--- src/rtl/operand_bypass_net.sv ---
// Operand bypass and load-use hazard unit.
// Tracks in-flight register writers from EX through WB and resolves each read
// port to the youngest producer's result, or to the register file when no
// in-flight instruction writes that register.
module operand_bypass_net #(
    parameter int DATA_W   = 32,
    parameter int ADDR_W   = 5,
    parameter int NPORTS   = 2,
    parameter int DEPTH    = 3,
    parameter int LOAD_RDY = 1,
    parameter int CNT_W    = 16,
    localparam int SEL_W   = $clog2(DEPTH + 1)
) (
    input  logic                       clk,
    input  logic                       rst,
    input  logic                       issue_valid,
    input  logic                       issue_we,
    input  logic [ADDR_W-1:0]          issue_waddr,
    input  logic                       issue_load,
    input  logic                       flush,
    input  logic [NPORTS*ADDR_W-1:0]   rd_addr,
    input  logic [NPORTS*DATA_W-1:0]   rf_data,
    input  logic [DEPTH*DATA_W-1:0]    stage_data,
    output logic [NPORTS*DATA_W-1:0]   op_data,
    output logic [NPORTS*SEL_W-1:0]    fwd_sel,
    output logic                       stall,
    output logic [CNT_W-1:0]           stall_count
);

    // Tag pipeline: index 0 is the instruction now in EX.
    logic [DEPTH-1:0]  valid_q, valid_d;
    logic [DEPTH-1:0]  load_q, load_d;
    logic [ADDR_W-1:0] waddr_q [DEPTH];
    logic [ADDR_W-1:0] waddr_d [DEPTH];
    logic [CNT_W-1:0]  cnt_q, cnt_d;
    logic [NPORTS-1:0] port_haz;

    // A stalled or flushed ID instruction enters EX as a bubble; older entries
    // always advance because they are already committed.
    always_comb begin
        valid_d[0] = issue_valid & issue_we & (issue_waddr != '0) & ~stall & ~flush;
        load_d[0]  = issue_load;
        waddr_d[0] = issue_waddr;
        for (int i = 1; i < DEPTH; i++) begin
            valid_d[i] = valid_q[i-1];
            load_d[i]  = load_q[i-1];
            waddr_d[i] = waddr_q[i-1];
        end
    end

    // Per-port producer match; the youngest matching entry wins.
    generate
        for (genvar gi = 0; gi < NPORTS; gi++) begin : g_port
            logic [ADDR_W-1:0] addr;
            logic              hit;
            logic              hit_haz;
            logic [SEL_W-1:0]  hit_sel;
            logic [DATA_W-1:0] hit_data;
            logic [DATA_W-1:0] op_val;
            logic [SEL_W-1:0]  sel_val;

            assign addr = rd_addr[gi*ADDR_W +: ADDR_W];

            // Scan oldest to youngest so the lowest matching index is kept last.
            always_comb begin
                hit      = 1'b0;
                hit_haz  = 1'b0;
                hit_sel  = '0;
                hit_data = '0;
                for (int i = DEPTH - 1; i >= 0; i--) begin
                    if (valid_q[i] && (waddr_q[i] == addr) && (addr != '0)) begin
                        hit      = 1'b1;
                        hit_haz  = load_q[i] && (i < LOAD_RDY);
                        hit_sel  = SEL_W'(i + 1);
                        hit_data = stage_data[i*DATA_W +: DATA_W];
                    end
                end
            end

            // r0 reads as zero; an unready load falls back to the register file
            // since the value is discarded while stalled anyway.
            always_comb begin
                op_val  = rf_data[gi*DATA_W +: DATA_W];
                sel_val = '0;
                if (addr == '0) begin
                    op_val = '0;
                end else if (hit && !hit_haz) begin
                    op_val  = hit_data;
                    sel_val = hit_sel;
                end
            end

            assign op_data[gi*DATA_W +: DATA_W] = op_val;
            assign fwd_sel[gi*SEL_W +: SEL_W]   = sel_val;
            assign port_haz[gi]                 = hit && hit_haz;
        end
    endgenerate

    assign stall = issue_valid & ~flush & (|port_haz);

    // Saturating stall counter; holds at all-ones instead of wrapping.
    always_comb begin
        cnt_d = cnt_q;
        if (stall && (cnt_q != '1)) begin
            cnt_d = cnt_q + 1'b1;
        end
    end

    assign stall_count = cnt_q;

    // Tag and counter state registers; only valid bits need clearing.
    always_ff @(posedge clk) begin
        if (rst) begin
            valid_q <= '0;
            cnt_q   <= '0;
        end else begin
            valid_q <= valid_d;
            cnt_q   <= cnt_d;
        end
        load_q  <= load_d;
        waddr_q <= waddr_d;
    end

endmodule

--- config.mk ---
export PLATFORM = sky130hd
export DESIGN_NAME = operand_bypass_net
export DESIGN_NICKNAME = d
export VERILOG_FILES = /design/src/rtl/operand_bypass_net.sv
export SDC_FILE = /design/constraint.sdc
export NUM_CORES = 1
export LEC_CHECK = 0
export ABC_AREA = 1
export BUFFER_PORTS_ARGS = -buffer_cell sky130_fd_sc_hd__buf_4
export CAP_MARGIN = 20
export CELL_PAD_IN_SITES_DETAIL_PLACEMENT = 1
export CELL_PAD_IN_SITES_GLOBAL_PLACEMENT = 1
export CORE_ASPECT_RATIO = 0.6
export CORE_UTILIZATION = 31
export CTS_CLUSTER_DIAMETER = 100
export DETAILED_ROUTE_END_ITERATION = 8
export PLACE_DENSITY = 0.87
export SYNTH_ARGS = -nofsm -noshare
export SYNTH_HDL_FRONTEND = slang
export SYNTH_SLANG_ARGS = --single-unit
--- constraint.sdc ---
create_clock -name clk -period 4.4 [get_ports clk]
set_clock_uncertainty 0.15 [all_clocks]
set_input_delay 0.66 -clock clk [delete_from_list [all_inputs] [get_ports clk]]
set_output_delay 0.66 -clock clk [all_outputs]
set_load 0.01 [all_outputs]
==> After elaboration in Yosys (flattened, before gate mapping) <==
Cells that the tools add are included.
{ "classes": {"n_mux": 28, "reduce_logical": 25, "n_addsub": 1, "n_eq_ne": 7, "bitwise": 8} }
{ "op_table": {"columns": ["cell", "count"], "rows": [
  ["2-to-1 mux 32 bit", 10],
  ["equality test 5 bit", 6],
  ["2-to-1 mux 2 bit", 10],
  ["logical AND 1 bit", 17],
  ["adder 16 x 1 -> 16 bit (second input constant)", 1],
  ["inequality test 16 bit (second input constant)", 1],
  ["nonzero test 5 bit", 3],
  ["zero test 5 bit", 2],
  ["2-to-1 mux 1 bit", 8],
  ["bitwise AND 1 bit", 6],
  ["zero test 1 bit", 2],
  ["inverter 1 bit", 2],
  ["OR reduction 2 bit", 1]
]} }
{ "totals": {"elab_cells": 75, "register_bits": 35, "in_bits": 181, "output_inout_bits": 85} }

==> Depth between registers and ports, before layout <==
Gate-level depths: netlist (run 1).
{ "logic_depth": {"depth_word": 12, "depth_mapped": 14, "ltp_nobuf": 12} }

==> Worst setup path after synthesis (run 1) <==
OpenSTA, ideal clock, no wires.
{ "synth_timing": {"kind": "input -> output", "from": "input rd_addr[1]", "to": "output op_data[11]", "required_time_ns": 3.590, "cell_stages": 11, "path_slack_ns": 1.755, "t_arrival_ns": 1.835, "path_buffers": 2, "path_cell_list": "nor2_1 > nand2_1 > nor2_4 > nor2_4 > nand2_2 > inv_2 > buf_4 > buf_2 > a21oi_1 > nor2_1 > nor2_1"} }
{ "synth_via": {"elab_chain_len": 9, "elab_cells_between_ends": 22, "classes_between": "3 x eq/ne; 9 x mux; 10 x reduce/logical"} }
{ "synth_lines": {"columns": ["element", "line", "source"], "rows": [
  ["start: declaration", "21", "input logic [NPORTS*ADDR_W-1:0] rd_addr,"],
  ["equality test 5 bit", "71", "if (valid_q[i] && (waddr_q[i] == addr) && (addr != '0)) begin"],
  ["logical AND 1 bit (2 in series)", "71", null],
  ["2-to-1 mux 1 bit (3 in series)", "71", null],
  ["logical AND 1 bit", "87", "end else if (hit && !hit_haz) begin"],
  ["2-to-1 mux 32 bit", "87", null],
  ["2-to-1 mux 32 bit (*)", "85", "if (addr == '0) begin"],
  ["end: declaration", "24", "output logic [NPORTS*DATA_W-1:0] op_data,"]
]} }
Every way passes the cells marked *; elsewhere a longest branch is shown, timed or not.

==> Worst setup path in the final report (run 1) <==
{ "layout_timing": {"from": "input rd_addr[6]", "to": "output op_data[41]"} }
The elaborated chain is that of the path after synthesis.

==> parameters.txt, run 1 <==
Parameter                              Value

Yosys
  Synth top area share ... 26.4%
  Synth top cells by count ... nand2_1, nand3_1, nor2_1
  Leading register cell type out of synthesis ... dfxtp_1
  Area of the mapped netlist ... 5210 sq um
  Post-synthesis cell count ... 1064
  Post-synth EDFFs ... 0
  Number of distinct library cells after synthesis ... 27
  Proportion of synthesized chip area in sequential cells ... 13.4%
  Warnings from Yosys ... 0
  Syn avg cell area ... 4.90 sq um
  Net count of the mapped netlist ... 1246
  Ys async rst share ... 0%
  Library cell occupying the most area in the post-synthesis netlist ... nand2_1
  Top cells by area in the synthesized netlist ... nand2_1, nand3_1, dfxtp_1
  Number of register bits inferred by synthesis ... 35
  Most common cell in the netlist ... nand2_1

Timing
  Pins Over Slew Limit ... 0
  Final setup margin ... 0.838 ns
  Worst slew pin tran ... 0.779 ns
  Final worst path period need ... 3.56 ns
  Final setup violating endpoints ... 0
  Post-Route Setup TNS ... 0 ns
  Upper clock frequency limit ... 281 MHz
  Final period utilization ... 81.0%
  Unrepaired setup endpoints after global routing ... no
  Total count of hold-check failures in the final report ... 0
  Worst-case headroom to the max-slew limit ... 47.9%

Critical path
  Endpoint of the most critical register-to-register path ... stall_count[13]
  Crit path max fanout ... 39
  Setup Crit Path Kind ... in -> out
  FF-to-FF path depth ... 9
  Crit start category ... input port
  Start point of the critical path ... rd_addr[6]
  Arrival time at the worst endpoint ... 2.75 ns
  Reg-to-reg setup timing slack ... 1.71 ns
  Worst flop-to-flop path startpoint ... waddr_d[8]
  Setup crit end kind ... primary output
  End point of the critical path ... op_data[41]
  Required time of the critical path ... 3.59 ns

Cells and area
  ANT cells ... 0
  Design area ... 7440 sq um
  Area Growth Syn to Fin ... 42.8%
  Final core area utilization ... 45.5%
  Number of fill cells ... 2423
  # nets final ... 1470
  Layout cells sized above 1 ... 25.4%

Flow run
  # Max-Cap Violations ... 0

Place
  Final HPWL from detailed placement ... 20500 um
  Port Buffers ... 265
  Post-DP Area ... 7280 sq um
  Weighted congestion reported at the end of routability-driven placement ... 0.950
  Pre-CTS setup slack ... 0.854 ns

Floorplanning
  Core ar. ... 16400 sq um
  Std cell rows ... 36
  Effective utilization at floorplan ... 31.9%
  Die ar. ... 17300 sq um
  Horiz. Die Dim ... 169 um
  Number of I/O pins ... 266
  Y dimension of the die ... 102 um

Pwr
  NetSw ... 0.351 mW
  Share of power burned in the clock network ... 35.4%
  Pwr Density ... 149 nW/um^2
  Sw Share ... 31.6%
  Worst IR drop on VDD ... 150 uV
  Cell leakage power ... 3.86 nW
  Part of the power in combinational logic ... 34.5%
  Power Internal ... 0.761 mW
  Sequential power share ... 30.1%

Clock tree
  Number of H-tree levels ... 2
  CTS Hold Bufs ... 0
  CTS Root Cell ... clkbuf_16
  Count of instances resized after the clock tree is built ... 0
  CTS buffer count ... 5
  Total number of clock tree sinks ... 35
  Clock edge transition at the registers on the reported setup and hold paths ... 0.05 ns
  Later-pin clock latency in the skew report ... 0.29 ns
  Number of post-CTS setup repair buffers ... 0
  Longest Clk Path Bufs ... 2
  Clock tree from TritonCTS ... yes

Detailed routing
  Number of vias after detailed routing ... 7858
  Post-DR vias/cell ... 5.18
  Routed WL ... 26900 um
  First-pass DRT Iterations ... 5
  Average wire per cell in the routed design ... 17.7 um
  Post-detailed-route count of antenna-violating nets ... 0
  Number of DRC markers after the initial detailed-route iteration ... 571
  Drt drc ... 0

Global route
  Most Crowded Layer GR ... met2
  M3 GR Usage ... 5.15%
  Number of global-route vias before repair ... 7458
  Global routing met1 resource utilization ... 42.7%
  First-pass GRT wire length ... 41500 um
  Largest net degree at the start of global routing ... 40
  Sum of overflow across all layers after global routing ... 0
  Global-route met2 utilization ... 49.4%
  Global-route usage over all layers ... 30.4%
  Initial antenna violation count ... 0

Worst hold path
  Hold WC Path Type ... reg -> reg

Run status
  Result of the run ... completed
==> kinds of logic (layout without fill, tap and decap cells) <==
group / Yosys count / after routing / synth area share, %
adders and majority gates: 1 / 1 / 0.240
AOI/OAI and AO/OA: 88 / 88 / 8.50
buffers and inverters: 180 / 405 / 14.7
and+or+nand+nor: 752 / 752 / 61.8
DFF: 35 / 35 / 13.4
xor gates and xnor gates: 8 / 8 / 1.34
==> worst min path at each step <==
stage	endpoint	startpoint	cells past startpoint	slack, ns
2_1_floorplan	waddr_d[3]	waddr_d[8]	0	0.21
6_report	waddr_q[4]	waddr_d[4]	0	0.24
5_1_grt	waddr_d[1]	waddr_d[6]	0	0.25
3_3_place_gp	waddr_q[1]	waddr_d[1]	0	0.23
3_5_place_dp	waddr_q[4]	waddr_d[4]	0	0.23
4_1_cts	waddr_q[4]	waddr_d[4]	0	0.24
==> per-stage QoR <==
step	power, mW	cells	hold WS [ns]
floorplan	0.477	1064	0.214
global placement	0.713	1509	0.228
detailed placement	0.721	1509	0.231
CTS	1.11	1517	0.242
global route	1.17	1517	0.254
finish	1.11	1517	0.244
==> state kept, by name, indices dropped and copies added (netlist names) <==
name,count
stall_count,16
load_q,1
waddr_d,10
valid_q,3
waddr_q,5
==> power groups by stage <==
stage	combinational (mW)	clock (mW)	sequential, mW
2_1_floorplan	0.139	0	0.338
3_3_place_gp	0.372	0	0.341
3_5_place_dp	0.379	0	0.341
4_1_cts	0.382	0.392	0.335
5_1_grt	0.417	0.414	0.336
6_report	0.383	0.393	0.335
==> worst max-delay path: stages <==
cell     delay (ns)
buf_4          0.11
inv_2          0.05
nand2_1        0.09
nand2_1        0.06
inv_1          0.05
nand2_1        0.04
nor2_1         0.14
nand2_1        0.12
inv_2          0.50
buf_4          0.42
nand2_1        0.09
nand3_1        0.09
nor2_1         0.07
nor2_1         0.10
buf_4          0.14
==> layout by cell type, fill, tap and decap left out, drive strengths merged, types with 2 or more instances in the layout <==
cell,count
inv,114
clkbuf,7
a21oi,84
nand3,175
nand4,21
xnor2,4
o21ai,3
nor3,3
nand2,372
dfxtp,35
xor2,4
nand3b,2
nor2,178
buf,282
==> routing by layer <==
layer | vias to the layer above | wire length (um)
met1 | 3734 | 12700
met4 | 0 | 365
met2 | 306 | 11900
li1 | 3786 | -
met5 | - | 0
met3 | 32 | 1930
==> cell type report <==
class	instances	area, sq um	area share, %
multi-input cells	849	3750	50.4
repair buffers	282	2120	28.4
flip-flops and latches	35	701	9.41
inverters	115	432	5.80
well taps	228	285	3.83
clock buffers	7	153	2.05
clock inverters	1	7.51	0.101
No activity file was read; power rests on OpenSTA's default activity.
==> inputs of run 2 (changes only) <==
Settings changed: ABC_AREA 1 to 0, CORE_UTILIZATION 31 to 28, PLACE_DENSITY 0.87 to 0.8.
Clock period 4.4 ns to 3.6 ns, I/O delays scaled along.
==> run 2 against run 1 <==
  * Synthesized cell count decreased by 46%
  * Routed wire length shrank 21%
  * Clock power increased by 31%
  * Non-clock buffer count rose by 12
  * Sequential share of layout area up 1.4 points
  * Clock-buffer cell count fell by 1
==> parameters.txt, run 2 <==
Parameter                              Value

Detailed routing
  Number of DRC markers after the initial detailed-route iteration ... 344 (was 571)
  Average wire per cell in the routed design ... 21.1 um (was 17.7 um)
  Post-DR vias/cell ... 5.72 (was 5.18)
  Post-detailed-route count of antenna-violating nets ... 0 (unchanged)
  Drt drc ... 0 (unchanged)
  Routed WL ... 21200 um (was 26900 um)
  First-pass DRT Iterations ... 5 (unchanged)
  Number of vias after detailed routing ... 5756 (was 7858)

Cells and area
  Number of fill cells ... 1756 (was 2423)
  Layout cells sized above 1 ... 43.4% (was 25.4%)
  Design area ... 6470 sq um (was 7440 sq um)
  Area Growth Syn to Fin ... 61.4% (was 42.8%)
  Leading cell type in the layout, fill and taps excluded ... buf_4 (was nand2_1)
  ANT cells ... 0 (unchanged)
  Most frequent cells in the layout ... buf_4, nand2_1, o21ai_0, nor2_1, a21oi_1 (was nand2_1, buf_4, nand3_1)
  Max FFs per register ... 16 (unchanged)
  # nets final ... 995 (was 1470)

Floorplanning
  Effective utilization at floorplan ... 29.0% (was 31.9%)
  Number of I/O pins ... 266 (unchanged)
  Die ar. ... 14800 sq um (was 17300 sq um)
  Y dimension of the die ... 94.7 um (was 102 um)
  Std cell rows ... 33 (was 36)
  Core ar. ... 13800 sq um (was 16400 sq um)
  Horiz. Die Dim ... 156 um (was 169 um)

Clock tree
  Clock tree from TritonCTS ... yes (unchanged)
  Total number of clock tree sinks ... 35 (unchanged)
  CTS buffer count ... 5 (unchanged)
  Clock edge transition at the registers on the reported setup and hold paths ... 0.05 ns (about the same)
  Later-pin clock latency in the skew report ... 0.28 ns (was 0.29 ns)
  Number of post-CTS setup repair buffers ... 0 (unchanged)
  CTS Hold Bufs ... 0 (unchanged)
  Number of H-tree levels ... 2 (unchanged)
  CTS Root Cell ... clkbuf_16 (unchanged)
  Longest Clk Path Bufs ... 2 (unchanged)
  Count of instances resized after the clock tree is built ... 0 (unchanged)

Pwr
  Worst IR drop on VDD ... 223 uV (was 150 uV)
  Pwr Total ... 1.35 mW (was 1.11 mW)
  Pwr Density ... 209 nW/um^2 (was 149 nW/um^2)
  Cell leakage power ... 2.66 nW (was 3.86 nW)

Critical path
  Reg-to-reg setup timing slack ... 0.66 ns (was 1.71 ns)
  Setup crit end kind ... primary output (unchanged)
  Required time of the critical path ... 2.91 ns (was 3.59 ns)
  Worst stage delay on the critical path ... 0.59 ns (was 0.50 ns)
  Cell chain of the critical path ... buf_4 > or4_1 > o211a_1 > and2_2 > o31ai_4 > buf_12 > buf_12 > a311oi_1 > a31o_1 > buf_4 (was buf_4 > inv_2 > nand2_1 > nand2_1 > inv_1 > nand2_1 > nor2_1 > nand2_1 > inv_2 > buf_4 > nand2_1 > nand3_1 > nor2_1 > nor2_1 > buf_4)
  Crit start category ... input port (unchanged)
  Worst-path cell with the longest stage delay ... or4_1 (was inv_2)
  Arrival time at the worst endpoint ... 2.80 ns (was 2.75 ns)
  Crit path max fanout ... 23 (was 39)
  Setup Crit Path Kind ... in -> out (unchanged)
  Endpoint of the most critical register-to-register path ... stall_count[10] (was stall_count[13])
  FF-to-FF path depth ... 7 (was 9)
  Worst flop-to-flop path startpoint ... waddr_d[9] (was waddr_d[8])

Global route
  Sum of overflow across all layers after global routing ... 0 (unchanged)
  Largest net degree at the start of global routing ... 54 (was 40)
  Number of global-route vias before repair ... 6025 (was 7458)
  First-pass GRT wire length ... 31700 um (was 41500 um)
  Initial antenna violation count ... 0 (unchanged)
  Global-route usage over all layers ... 27.4% (was 30.4%)

Yosys
  Share of synthesized area spent on multiplexers ... 9.52% (was 0%)
  Adder-cell area share of the yosys netlist ... 0.312% (was 0.240%)
  Syn avg cell area ... 7.02 sq um (was 4.90 sq um)
  Leading register cell type out of synthesis ... dfxtp_1 (unchanged)
  Top cells by area in the synthesized netlist ... dfxtp_1, mux2_2, nand2_1 (was nand2_1, nand3_1, dfxtp_1)
  Main combinational cell family by area after synthesis ... compound AO/OA/AOI/OAI gates (was simple AND/OR/NAND/NOR gates)
  Most common cell in the netlist ... nand2_1 (unchanged)
  Synth top cells by count ... nand2_1, nor2_1, o21ai_0 (was nand2_1, nand3_1, nor2_1)
  Library cell occupying the most area in the post-synthesis netlist ... dfxtp_1 (was nand2_1)
  Post-synthesis cell count ... 571 (was 1064)
  Proportion of synthesized chip area in sequential cells ... 17.5% (was 13.4%)
  Fraction of the mapped netlist area in compound gates ... 34.0% (was 8.50%)
  Share of the synthesized netlist area taken by xor and xnor gates ... 8.52% (was 1.34%)
  Area fraction in and, or, nand and nor cells after synthesis ... 23.7% (was 61.8%)
  Post-synth EDFFs ... 0 (unchanged)
  Area of the mapped netlist ... 4010 sq um (was 5210 sq um)
  Synth top area share ... 17.5% (was 26.4%)
  Net count of the mapped netlist ... 753 (was 1246)
  Ys async rst share ... 0% (unchanged)
  Warnings from Yosys ... 0 (unchanged)
  Number of distinct library cells after synthesis ... 47 (was 27)
  Number of register bits inferred by synthesis ... 35 (unchanged)

Place
  Weighted congestion reported at the end of routability-driven placement ... 0.878 (was 0.950)
  Pre-CTS setup slack ... 0.0321 ns (was 0.854 ns)
  Post-DP Area ... 6290 sq um (was 7280 sq um)
  Final HPWL from detailed placement ... 16300 um (was 20500 um)
  Port Buffers ... 265 (unchanged)

Flow run
  # Max-Cap Violations ... 0 (unchanged)

Timing
  Total count of hold-check failures in the final report ... 0 (unchanged)
  Pins Over Slew Limit ... 0 (unchanged)
  Final setup violating endpoints ... 0 (unchanged)
  Worst slew pin tran ... 0.618 ns (was 0.779 ns)
  Worst-case headroom to the max-slew limit ... 57.7% (was 47.9%)
  Upper clock frequency limit ... 286 MHz
  Final worst path period need ... 3.49 ns
  Post-Route Setup TNS ... 0 ns (unchanged)
  Final setup margin ... 0.109 ns (was 0.838 ns)
  Unrepaired setup endpoints after global routing ... no (unchanged)
  Final period utilization ... 97.0%

Run status
  Result of the run ... completed (unchanged)

Worst hold path
  Worst Hold Launch ... issue_load (was waddr_d[4])
  Hold WC Path Type ... in -> reg (was reg -> reg)
  Hold path endpoint ... load_q[0] (was waddr_q[4])
  Worst hold path stage count ... 1 (was 0)
run 2: changes by cell type after synthesis, sizes merged, moves of 32 or more:
cell   previous run  this run
nand2           372        66
a31o              0        32
a21oi            84        46
inv             114         3
nand3           175        44
nor2            178        49
o21ai             3        47
run 2: report_power, final:
group / switching [mW] / internal, mW / total, mW
Sequential: 0.0134 / 0.398 / 0.411
Combinational: 0.177 / 0.250 / 0.427
Clock: 0.168 / 0.344 / 0.513
Total: 0.358 / 0.992 / 1.35
run 2: cells by family (layout without fill, tap and decap cells):
family	count (synthesis)	in the layout
flops	35	35
mux	35	35
buf+inv	62	305
fa+ha+maj	1	1
xor+xnor	39	39
simple gates	203	203
compound gates	196	196
run 2: worst max-delay path, delay by kind of cell:
family / cells / cell delay [ns]
compound gates: 4 / 0.78
buf+inv: 4 / 0.64
simple gates: 2 / 0.83
run 2: worst max path at each step:
stage                     from     endpoint  slack, ns  depth (start not counted)
floorplan           rd_addr[5]  op_data[35]       0.46                          9
global placement    rd_addr[0]   op_data[6]       0.05                          8
detailed placement  rd_addr[5]  op_data[63]       0.03                          9
CTS                 rd_addr[0]   op_data[6]       0.01                          8
global route        rd_addr[5]  op_data[63]       0.02                          9
finish              rd_addr[5]  op_data[42]       0.11                         10
run 2: area by class of cell:
cell class	instances	area (sq um)	area share [%]
well taps	192	240	3.71
multi-input cells	474	3070	47.5
clock inverters	2	35.0	0.541
flip-flops and latches	35	702	10.8
inverters	3	11.3	0.174
repair buffers	294	2270	35.1
clock buffers	6	139	2.15
run 2: through the flow:
step / util [%] / instances / hold WS [ns]
2_1_floorplan: - / 571 / 0.223
3_3_place_gp: 45.4 / 997 / 0.234
3_5_place_dp: 45.5 / 998 / 0.237
4_1_cts: 46.7 / 1006 / 0.209
5_1_grt: 46.8 / 1006 / 0.207
6_report: 46.8 / 1006 / 0.216
run 2: per-layer routing:
metal | global-route usage, % | wire length (um) | vias up | share of wire (%)
li1 | - | - | 2632 | -
met1 | 31.9 | 8800 | 2806 | 42
met2 | 48.1 | 10000 | 281 | 47
met3 | 8.31 | 1880 | 37 | 8.9
met4 | 9.23 | 487 | 0 | 2.3
met5 | 0 | 0 | - | 0
